### config.mk
export PLATFORM = sky130hd
export DESIGN_NAME = lv_efuse_load_ctrl
export DESIGN_NICKNAME = d
export VERILOG_FILES = /design/src/rtl/lv_efuse_load_ctrl_pkg.sv /design/src/rtl/lv_efuse_load_ctrl.sv
export SDC_FILE = /design/constraint.sdc
export NUM_CORES = 1
export LEC_CHECK = 0
export ABC_AREA = 1
export BUFFER_PORTS_ARGS = -buffer_cell sky130_fd_sc_hd__buf_2
export CAP_MARGIN = 10
export CORE_MARGIN = 2
export CORE_UTILIZATION = 47
export CTS_CLUSTER_DIAMETER = 50
export DETAILED_ROUTE_END_ITERATION = 16
export GPL_TIMING_DRIVEN = 0
export HOLD_SLACK_MARGIN = 0.12
export PLACE_DENSITY = 0.68
export SYNTH_ARGS = -nofsm -noshare
export SYNTH_HDL_FRONTEND = slang
export SYNTH_SLANG_ARGS = --single-unit
### constraint.sdc
create_clock -name i_clk -period 2.09 [get_ports i_clk]
set_clock_uncertainty 0.15 [all_clocks]
set_input_delay 0.209 -clock i_clk [delete_from_list [all_inputs] [get_ports i_clk]]
set_output_delay 0.209 -clock i_clk [all_outputs]
set_load 0.1 [all_outputs]
### src/rtl/lv_efuse_load_ctrl_pkg.sv
// rtl/lv_efuse_load_ctrl_pkg.sv - shared efuse loader parameters, state encodings and helpers
package lv_efuse_load_ctrl_pkg;

  localparam int EFUSE_WORD_NUM_DFLT = 8;
  localparam int EFUSE_DATA_W_DFLT   = 8;
  localparam int EFUSE_ADDR_W_DFLT   = 3;
  localparam int EFUSE_LD_ST_W       = 3;

  // Non-zero seed so that a blank (all-zero) efuse can never pass the checksum.
  localparam logic [7:0] EFUSE_CHK_SEED = 8'hA5;

  typedef enum logic [EFUSE_LD_ST_W-1:0] {
    ST_IDLE  = 3'd0,
    ST_SETUP = 3'd1,
    ST_STRB  = 3'd2,
    ST_CAPT  = 3'd3,
    ST_DONE  = 3'd4
  } efuse_ld_st_e;

  function automatic int max_int(input int a, input int b);
    return (a > b) ? a : b;
  endfunction

endpackage

### src/rtl/lv_efuse_load_ctrl.sv
// rtl/lv_efuse_load_ctrl.sv - efuse macro read sequencer and checksum checker (option: EFUSE_DBL_RD_EN)
module lv_efuse_load_ctrl
  import lv_efuse_load_ctrl_pkg::*;
#(
  parameter int EFUSE_WORD_NUM = EFUSE_WORD_NUM_DFLT,
  parameter int EFUSE_DATA_W   = EFUSE_DATA_W_DFLT,
  parameter int EFUSE_ADDR_W   = EFUSE_ADDR_W_DFLT,
  parameter int SETUP_CYC      = 2,
  parameter int RD_STRB_CYC    = 4
) (
  input  logic                    i_clk,
  input  logic                    i_rst_n,
  input  logic                    i_efuse_load_req,
  input  logic                    i_load_abort,
  output logic                    o_efuse_load_done,
  output logic                    o_efuse_busy,
  output logic [EFUSE_ADDR_W-1:0] o_efuse_addr,
  output logic                    o_efuse_rden,
  output logic                    o_efuse_strb,
  input  logic [EFUSE_DATA_W-1:0] i_efuse_rdata,
  output logic                    o_reg_efuse_wr_en,
  output logic [EFUSE_ADDR_W-1:0] o_reg_efuse_waddr,
  output logic [EFUSE_DATA_W-1:0] o_reg_efuse_wdata,
  output logic                    o_reg_efuse_vld
);

  localparam int CNT_W = $clog2(max_int(SETUP_CYC, RD_STRB_CYC)) + 1;
  localparam logic [CNT_W-1:0]        SETUP_LAST = CNT_W'(SETUP_CYC - 1);
  localparam logic [CNT_W-1:0]        STRB_LAST  = CNT_W'(RD_STRB_CYC - 1);
  localparam logic [EFUSE_ADDR_W-1:0] LAST_ADDR  = EFUSE_ADDR_W'(EFUSE_WORD_NUM - 1);
  localparam logic [EFUSE_DATA_W-1:0] CHK_SEED   = EFUSE_DATA_W'(EFUSE_CHK_SEED);

  efuse_ld_st_e            state_q, state_d;
  logic [CNT_W-1:0]        cnt_q, cnt_d;
  logic [EFUSE_DATA_W-1:0] chk_q, chk_d;
  logic [EFUSE_ADDR_W-1:0] addr_d;
  logic                    rden_d, strb_d, busy_d, done_d, vld_d, wr_en_d;
  logic [EFUSE_ADDR_W-1:0] waddr_d;
  logic [EFUSE_DATA_W-1:0] wdata_d;
  logic                    word_end;
`ifdef EFUSE_DBL_RD_EN
  logic                    pass_q, pass_d;
  logic [EFUSE_DATA_W-1:0] first_q, first_d;
  logic                    err_q, err_d;
  logic                    err_now;
`endif

  // Next-state and next-output logic; every output is registered from these values.
  always_comb begin
    state_d  = state_q;
    cnt_d    = cnt_q;
    chk_d    = chk_q;
    addr_d   = o_efuse_addr;
    wr_en_d  = 1'b0;
    waddr_d  = o_reg_efuse_waddr;
    wdata_d  = o_reg_efuse_wdata;
    done_d   = 1'b0;
    vld_d    = o_reg_efuse_vld;
    word_end = 1'b0;
`ifdef EFUSE_DBL_RD_EN
    pass_d   = pass_q;
    first_d  = first_q;
    err_d    = err_q;
    err_now  = err_q;
`endif

    case (state_q)
      ST_IDLE: begin
        if (i_efuse_load_req) begin
          state_d = ST_SETUP;
          cnt_d   = '0;
          addr_d  = '0;
          chk_d   = CHK_SEED;
          vld_d   = 1'b0;
`ifdef EFUSE_DBL_RD_EN
          pass_d  = 1'b0;
          err_d   = 1'b0;
`endif
        end
      end
      ST_SETUP: begin
        if (cnt_q == SETUP_LAST) begin
          cnt_d   = '0;
          state_d = ST_STRB;
        end else begin
          cnt_d = cnt_q + 1'b1;
        end
      end
      ST_STRB: begin
        if (cnt_q == STRB_LAST) begin
          cnt_d   = '0;
          state_d = ST_CAPT;
        end else begin
          cnt_d = cnt_q + 1'b1;
        end
      end
      ST_CAPT: begin
`ifdef EFUSE_DBL_RD_EN
        // First capture only stores the word; the second one compares and commits it.
        if (!pass_q) begin
          pass_d  = 1'b1;
          first_d = i_efuse_rdata;
          state_d = ST_STRB;
        end else begin
          pass_d   = 1'b0;
          err_now  = err_q | (i_efuse_rdata != first_q);
          err_d    = err_now;
          word_end = 1'b1;
        end
`else
        word_end = 1'b1;
`endif
        if (word_end) begin
          wr_en_d = 1'b1;
          waddr_d = o_efuse_addr;
          wdata_d = i_efuse_rdata;
          if (o_efuse_addr != LAST_ADDR) begin
            chk_d   = chk_q ^ i_efuse_rdata;
            addr_d  = o_efuse_addr + 1'b1;
            state_d = ST_SETUP;
          end else begin
`ifdef EFUSE_DBL_RD_EN
            vld_d   = (i_efuse_rdata == chk_q) & ~err_now;
`else
            vld_d   = (i_efuse_rdata == chk_q);
`endif
            done_d  = 1'b1;
            state_d = ST_DONE;
          end
        end
      end
      ST_DONE: begin
        // Wait for the request to drop so a still-high level cannot relaunch the load.
        if (!i_efuse_load_req) begin
          state_d = ST_IDLE;
        end
      end
      default: begin
        state_d = ST_IDLE;
      end
    endcase

    // Abort overrides everything, including a completing CAPT.
    if (i_load_abort && (state_q != ST_IDLE)) begin
      state_d = ST_IDLE;
      cnt_d   = '0;
      wr_en_d = 1'b0;
      done_d  = 1'b0;
      vld_d   = o_reg_efuse_vld;
    end

    rden_d = (state_d == ST_SETUP) || (state_d == ST_STRB) || (state_d == ST_CAPT);
    strb_d = (state_d == ST_STRB);
    busy_d = rden_d;
  end

  // State, counters and registered outputs.
  always_ff @(posedge i_clk or negedge i_rst_n) begin
    if (!i_rst_n) begin
      state_q           <= ST_IDLE;
      cnt_q             <= '0;
      chk_q             <= '0;
      o_efuse_addr      <= '0;
      o_efuse_rden      <= 1'b0;
      o_efuse_strb      <= 1'b0;
      o_efuse_busy      <= 1'b0;
      o_efuse_load_done <= 1'b0;
      o_reg_efuse_wr_en <= 1'b0;
      o_reg_efuse_waddr <= '0;
      o_reg_efuse_wdata <= '0;
      o_reg_efuse_vld   <= 1'b0;
`ifdef EFUSE_DBL_RD_EN
      pass_q            <= 1'b0;
      first_q           <= '0;
      err_q             <= 1'b0;
`endif
    end else begin
      state_q           <= state_d;
      cnt_q             <= cnt_d;
      chk_q             <= chk_d;
      o_efuse_addr      <= addr_d;
      o_efuse_rden      <= rden_d;
      o_efuse_strb      <= strb_d;
      o_efuse_busy      <= busy_d;
      o_efuse_load_done <= done_d;
      o_reg_efuse_wr_en <= wr_en_d;
      o_reg_efuse_waddr <= waddr_d;
      o_reg_efuse_wdata <= wdata_d;
      o_reg_efuse_vld   <= vld_d;
`ifdef EFUSE_DBL_RD_EN
      pass_q            <= pass_d;
      first_q           <= first_d;
      err_q             <= err_d;
`endif
    end
  end

endmodule
==> flow_metrics.env, run 1 <==
export IMPL_cts_tree="yes"
export IMPL_synthCells=194
export IMPL_insertion_delay_ns=0.34
export IMPL_cp_start_kind="flop"
export IMPL_fp_dieW_um=62.9
export IMPL_setup_violations_final=0
export IMPL_multi_input_area_um2=667
export IMPL_min_period_over_period_pct=80.3
export IMPL_synthTopCellsByCount="nand2_1 (52), dfrtp_1 (33), inv_1 (25)"
export IMPL_critical_path_class="reg -> reg"
export IMPL_ys_flop_type="dfrtp_1"
export IMPL_tightest_slew_ns=0.708
export IMPL_place_hpwl_um=2300
export IMPL_cts_sinks=33
export IMPL_nFillCells=301
export IMPL_hold_class="in -> async"
export IMPL_synthTopCellsByArea="dfrtp_1 (51%), nand2_1 (12%), o21ai_0 (5.8%)"
export IMPL_tns_ns=0
export IMPL_drtPass1Iterations=4
export IMPL_ys_seq_elements=33
export IMPL_crit_path_max_fanout=10
export IMPL_ys_warn_count=0
export IMPL_clk_pin_slew_worst_paths_ns=0.10
export IMPL_dr_total_vias=1357
export IMPL_wl_um=3200
export IMPL_ant_nets=0
export IMPL_end_kind="flop"
export IMPL_rows=21
export IMPL_area_growth_pct=25.0
export IMPL_netlist_area_um2=1630
export IMPL_min_period_ns=1.68
export IMPL_worstReg2RegStart="o_efuse_addr[0]$_DFFE_PN0P_"
export IMPL_status="finished clean"
export IMPL_viasPerCell=4.68
export IMPL_final_max_slew_viol_count=0
export IMPL_drv_cap=0
export IMPL_critPathArrivalTime_ns=1.74
export IMPL_worstReg2RegEnd="o_efuse_addr[1]$_DFFE_PN0P_"
export IMPL_synth_edff_count=0
export IMPL_fin_area_um2=2040
export IMPL_grt_overflow=0
export IMPL_post_dp_cell_area_um2=1840
export IMPL_detail_route_wl_per_cell_um=11.0
export IMPL_port_buffers=31
export IMPL_dieHeight_um=62.9
export IMPL_rrSetupSlack_ns=0.41
export IMPL_diodes=0
export IMPL_ir_drop_uv=714
export IMPL_syn_num_nets=212
export IMPL_hold_violations=0
export IMPL_antenna_found_initial=0
export IMPL_drt_iter0_drc=48
export IMPL_yosysTopAreaCell="dfrtp_1"
export IMPL_final_seq_area_um2=826
export IMPL_ctsRootBufferMaster="clkbuf_4"
export IMPL_max_freq_mhz=596
export IMPL_p_leak_uw=0.00110
export IMPL_cts_buffers=5
export IMPL_rsz0062_at_grt="false"
export IMPL_cts_setup_buffers=0
export IMPL_drc=0
export IMPL_synth_avg_cell_area_um2=8.41
export IMPL_die_area_um2=3960
export IMPL_fin_util_pct=61.1
export IMPL_rr_worst_depth=7
export IMPL_core_area_um2=3340
export IMPL_nets=261
export IMPL_grt_first_pass_wirelength_um=5700
export IMPL_gp_congestion=0.795
export IMPL_required_ns=2.16
export IMPL_grtUsageTotal_pct=18.5
export IMPL_grt_pass1_vias=1317
export IMPL_max_slew_margin_pct=52.8
export IMPL_synth_top_area_share_pct=50.6
export IMPL_postSynth_asyncResetShare_pct=100
export IMPL_ios=32
export IMPL_drive_above_1_share_pct=24.2
export IMPL_seq_area_frac_synth_pct=50.6
export IMPL_start_util_pct=48.9
export IMPL_htree_levels=2
export IMPL_yosysMostFrequentCell="nand2_1"
export IMPL_synth_cell_type_count=23
export IMPL_power_density_nw_per_um2=1570
export IMPL_grt_max_degree=34
export IMPL_clk_path_buf_depth=2
area by class of cell:
class / instances / share of cell area (%)
buffer: 6 / 2.02
inverter: 26 / 4.79
clock inverter: 1 / 1.47
timing repair buffer: 42 / 13.0
clock buffer: 7 / 2.70
multi-input combinational: 129 / 32.7
sequential: 33 / 40.5
tap: 46 / 2.82
power by group:
| part | internal [µW] | switching [µW] |
|---|---|---|
| sequential | 816 | 117 |
| clock | 286 | 213 |
| combinational | 353 | 1410 |
worst max-delay path by stage:
stage	depth (start not counted)	to	startpoint	slack (ns)
2_1_floorplan	8	chk_q[2]$_DFFE_PN0P_	o_efuse_addr[1]$_DFFE_PN0P_	0.008
3_3_place_gp	7	chk_q[3]$_DFFE_PN0P_	o_efuse_addr[0]$_DFFE_PN0P_	0.44
3_5_place_dp	7	o_efuse_addr[1]$_DFFE_PN0P_	o_efuse_addr[0]$_DFFE_PN0P_	0.42
4_1_cts	7	o_efuse_addr[1]$_DFFE_PN0P_	o_efuse_addr[0]$_DFFE_PN0P_	0.40
5_1_grt	8	chk_q[3]$_DFFE_PN0P_	o_efuse_addr[0]$_DFFE_PN0P_	0.30
6_report	7	o_efuse_addr[1]$_DFFE_PN0P_	o_efuse_addr[0]$_DFFE_PN0P_	0.41
metrics by stage:
step	hold WS, ns	worst slack [ns]	power, µW	instances
after floorplan	-0.237	0.00836	2400	194
after global placement	0.164	0.440	2690	271
after detailed placement	0.158	0.425	2710	271
after CTS	0.326	0.402	3220	290
after global routing	0.346	0.302	3410	290
final	0.295	0.412	3200	290
worst max-delay path: stages (launching register included):
cell and delay [ns]:
dfrtp_1 0.42, ha_1 0.21, ha_1 0.18, inv_1 0.11, nand2_2 0.10, nand2_2 0.10, buf_4 0.19, o21ai_0 0.10
registers in the layout, summed over array words and instances, names as in the netlist:
signal / flops
o_reg_efuse_waddr: 3
o_efuse_rden: 1
state_q: 3
o_reg_efuse_wr_en: 1
o_reg_efuse_vld: 1
o_efuse_addr: 3
o_reg_efuse_wdata: 8
o_efuse_load_done: 1
cnt_q: 3
chk_q: 8
o_efuse_strb: 1
what timing repair did:
| item | in CTS | in global routing |
|---|---|---|
| endpoints found under the hold margin | 51 | 0 |
| resized for setup | 0 | 0 |
| hold buffers | 11 | 0 |
metal layers:
metal	up-vias	part of all wire, %	routed length [µm]	GRT usage (%)
met5	-	0	0	0
met4	0	2.0	64	7.22
met3	8	3.8	123	4.68
met2	29	46	1470	30.1
met1	616	48	1540	23.8
li1	704	-	-	-
cell families (layout without fill, tap and decap cells):
family,Yosys count,after routing,synth area share (%)
AO/OA/AOI/OAI,27,27,9.74
flip-flops,33,33,50.6
AND/OR/NAND/NOR,93,93,24.9
adder cells (fa/ha/maj),6,6,4.60
XOR/XNOR,3,3,1.61
buffers and inverters,32,82,8.51
placed cells by master (no fill, tap or decap):
master	Yosys	final
buf_4	2	2
nor2_4	1	1
nor2_1	15	15
a21oi_2	2	2
nand3_2	2	2
nor3_1	1	1
buf_2	3	34
clkbuf_4	0	5
buf_6	1	1
a21oi_1	1	1
nand2_2	4	4
inv_2	1	1
o21ai_0	19	19
xor2_1	2	2
dfrtp_1	33	33
clkbuf_1	0	1
clkbuf_8	0	1
ha_1	6	6
nor2_2	3	3
bufinv_16	0	1
o21ai_1	2	2
dlygate4sd3_1	0	11
o22ai_1	1	1
xnor2_1	1	1
a31oi_2	2	2
inv_1	25	25
nand3_1	15	15
nand2_1	52	52
No activity file was read; power rests on OpenSTA's default activity.
==> run 2: changes to the inputs <==
clock period = 1.65 ns   (was 2.09 ns; I/O delays follow)
==> flow_metrics.env, run 2 (same netlist as run 1, synthesis figures left out) <==
export IMPL_multi_input_area_um2=716
export IMPL_drc=0
export IMPL_hold_violations=0
export IMPL_drv_cap=0
export IMPL_cpPeakStageDelay_ns=0.51
export IMPL_clk_pin_slew_worst_paths_ns=0.10
export IMPL_rsz0062_at_grt="false"
export IMPL_place_hpwl_um=2230
export IMPL_power_density_nw_per_um2=1960
export IMPL_grt_busiest_layer="met2"
export IMPL_critPathArrivalTime_ns=1.67
export IMPL_antenna_found_initial=0
export IMPL_use_met3_pct=5.23
export IMPL_rrSetupSlack_ns=0.09
export IMPL_diodes=0
export IMPL_critical_path_class="reg -> reg"
export IMPL_max_slew_margin_pct=52.8
export IMPL_start_util_pct=48.9
export IMPL_grt_max_degree=34
export IMPL_ant_nets=0
export IMPL_dpl_cell_count=271
export IMPL_gr_usage_met1_pct=23.5
export IMPL_ios=32
export IMPL_ir_drop_uv=1240
export IMPL_insertion_delay_ns=0.32
export IMPL_final_cell_mix="nand2_1 (52), buf_2 (34), dfrtp_1 (28)"
export IMPL_grtUsageTotal_pct=18.5
export IMPL_setup_violations_final=0
export IMPL_end_kind="flop"
export IMPL_grt_use_met2_pct=30.5
export IMPL_min_period_ns=1.56
export IMPL_hold_class="in -> async"
export IMPL_final_max_slew_viol_count=0
export IMPL_cts_tree="yes"
export IMPL_detail_route_wl_per_cell_um=11.0
export IMPL_viasPerCell=4.68
export IMPL_worst_hold_slack_ns=0.266
export IMPL_area_growth_pct=30.0
export IMPL_wl_um=3200
export IMPL_drive_above_1_share_pct=28.6
export IMPL_dr_total_vias=1363
export IMPL_drtPass1Iterations=5
export IMPL_core_area_um2=3340
export IMPL_crit_path_cell_trace="ha_4 > ha_4 > inv_4 > nand2_4 > nand2_4 > buf_6 > nor2_2 > a31oi_2"
export IMPL_cts_buffers=5
export IMPL_port_buffers=31
export IMPL_grt_overflow=0
export IMPL_crit_path_max_fanout=5
export IMPL_final_seq_area_um2=837
export IMPL_layout_commonest_cell="nand2_1"
export IMPL_worstReg2RegEnd="chk_q[7]$_DFFE_PN0P_"
export IMPL_nets=262
export IMPL_rr_worst_depth=8
export IMPL_tightest_slew_ns=0.707
export IMPL_grt_pass1_vias=1362
export IMPL_cts_sinks=33
export IMPL_gp_congestion=0.768
export IMPL_worstSetupStartpoint="o_efuse_addr[0]$_DFFE_PN0P_"
export IMPL_p_leak_uw=0.00111
export IMPL_die_area_um2=3960
export IMPL_instances_no_fill=291
export IMPL_nFillCells=310
export IMPL_min_period_over_period_pct=94.7
export IMPL_htree_levels=2
export IMPL_status="finished clean"
export IMPL_fp_dieW_um=62.9
export IMPL_drt_iter0_drc=50
export IMPL_rows=21
export IMPL_slowest_stage="dfrtp_4"
export IMPL_grt_first_pass_wirelength_um=5720
export IMPL_required_ns=1.76
export IMPL_max_freq_mhz=640
export IMPL_cts_setup_buffers=0
export IMPL_ctsRootBufferMaster="clkbuf_4"
export IMPL_dieHeight_um=62.9
export IMPL_cp_start_kind="flop"
export IMPL_worstReg2RegStart="o_efuse_addr[0]$_DFFE_PN0P_"
export IMPL_clk_path_buf_depth=2
export IMPL_reg_largest_list="chk_q: 8 flops, o_reg_efuse_wdata: 8 flops"
-- run 2: changes by cell type in the layout (fill, tap and decap cells not counted), moves of 2 or more --
cell,delta
o21ai_1,+4
ha_4,+2
nand2_4,+2
ha_1,-2
dfrtp_4,+2
dfrtp_2,+3
o21ai_0,-5
nand2_2,-2
dfrtp_1,-5
-- run 2: what timing repair did --
action,CTS,global route
hold endpoints to repair,57,0
hold buffers,11,0
setup endpoints to repair,0,14
gates resized for setup,0,12
-- run 2: metal layers --
metal  routed length (µm)  up-vias
met4                   27        0
met5                    0        -
met3                  168        4
li1                     -      706
met1                 1510      617
met2                 1490       36
-- run 2: worst max-delay path by stage --
stage	endpoint	slack [ns]	depth (start not counted)
after floorplan	chk_q[7]$_DFFE_PN0P_	-0.05	8
after global placement	chk_q[7]$_DFFE_PN0P_	0.03	8
after detailed placement	chk_q[0]$_DFFE_PN0P_	0.03	8
after CTS	chk_q[4]$_DFFE_PN0P_	0.01	8
after global routing	o_reg_efuse_vld$_DFFE_PN0P_	0.02	6
final	chk_q[7]$_DFFE_PN0P_	0.09	8
-- run 2: final cells by class --
type | count | share of cell area (%)
Buffer | 6 | 2.30
Multi-Input combinational cell | 129 | 33.7
Timing Repair Buffer | 43 | 13.0
Inverter | 26 | 4.72
Sequential cell | 33 | 39.5
Clock buffer | 7 | 2.60
Tap cell | 46 | 2.71
Clock inverter | 1 | 1.42
-- run 2: where the power goes --
group          switching (µW)  internal, µW
logic                    1830           508
registers                 163          1040
clock network             254           362
total                    2250          1910
-- run 2: stage by stage --
stage	power, µW	utilization, %	setup WS (ns)	cell area (µm²)	setup TNS, ns
floorplan	3070	-	-0.0493	1670	-0.222
global placement	3440	56.4	0.0349	1880	0
detailed placement	3460	56.4	0.0265	1880	0
CTS	4100	62.2	0.0108	2080	0
global route	4420	63.6	0.0203	2120	0
finish	4160	63.6	0.0881	2120	0
-- run 2: critical path, delay by kind of cell (launching register included) --
family / cells / cell delay [ns]
buffers and inverters: 2 / 0.19
AO/OA/AOI/OAI: 1 / 0.12
AND/OR/NAND/NOR: 3 / 0.19
adder cells (fa/ha/maj): 2 / 0.32
flip-flops: 1 / 0.51
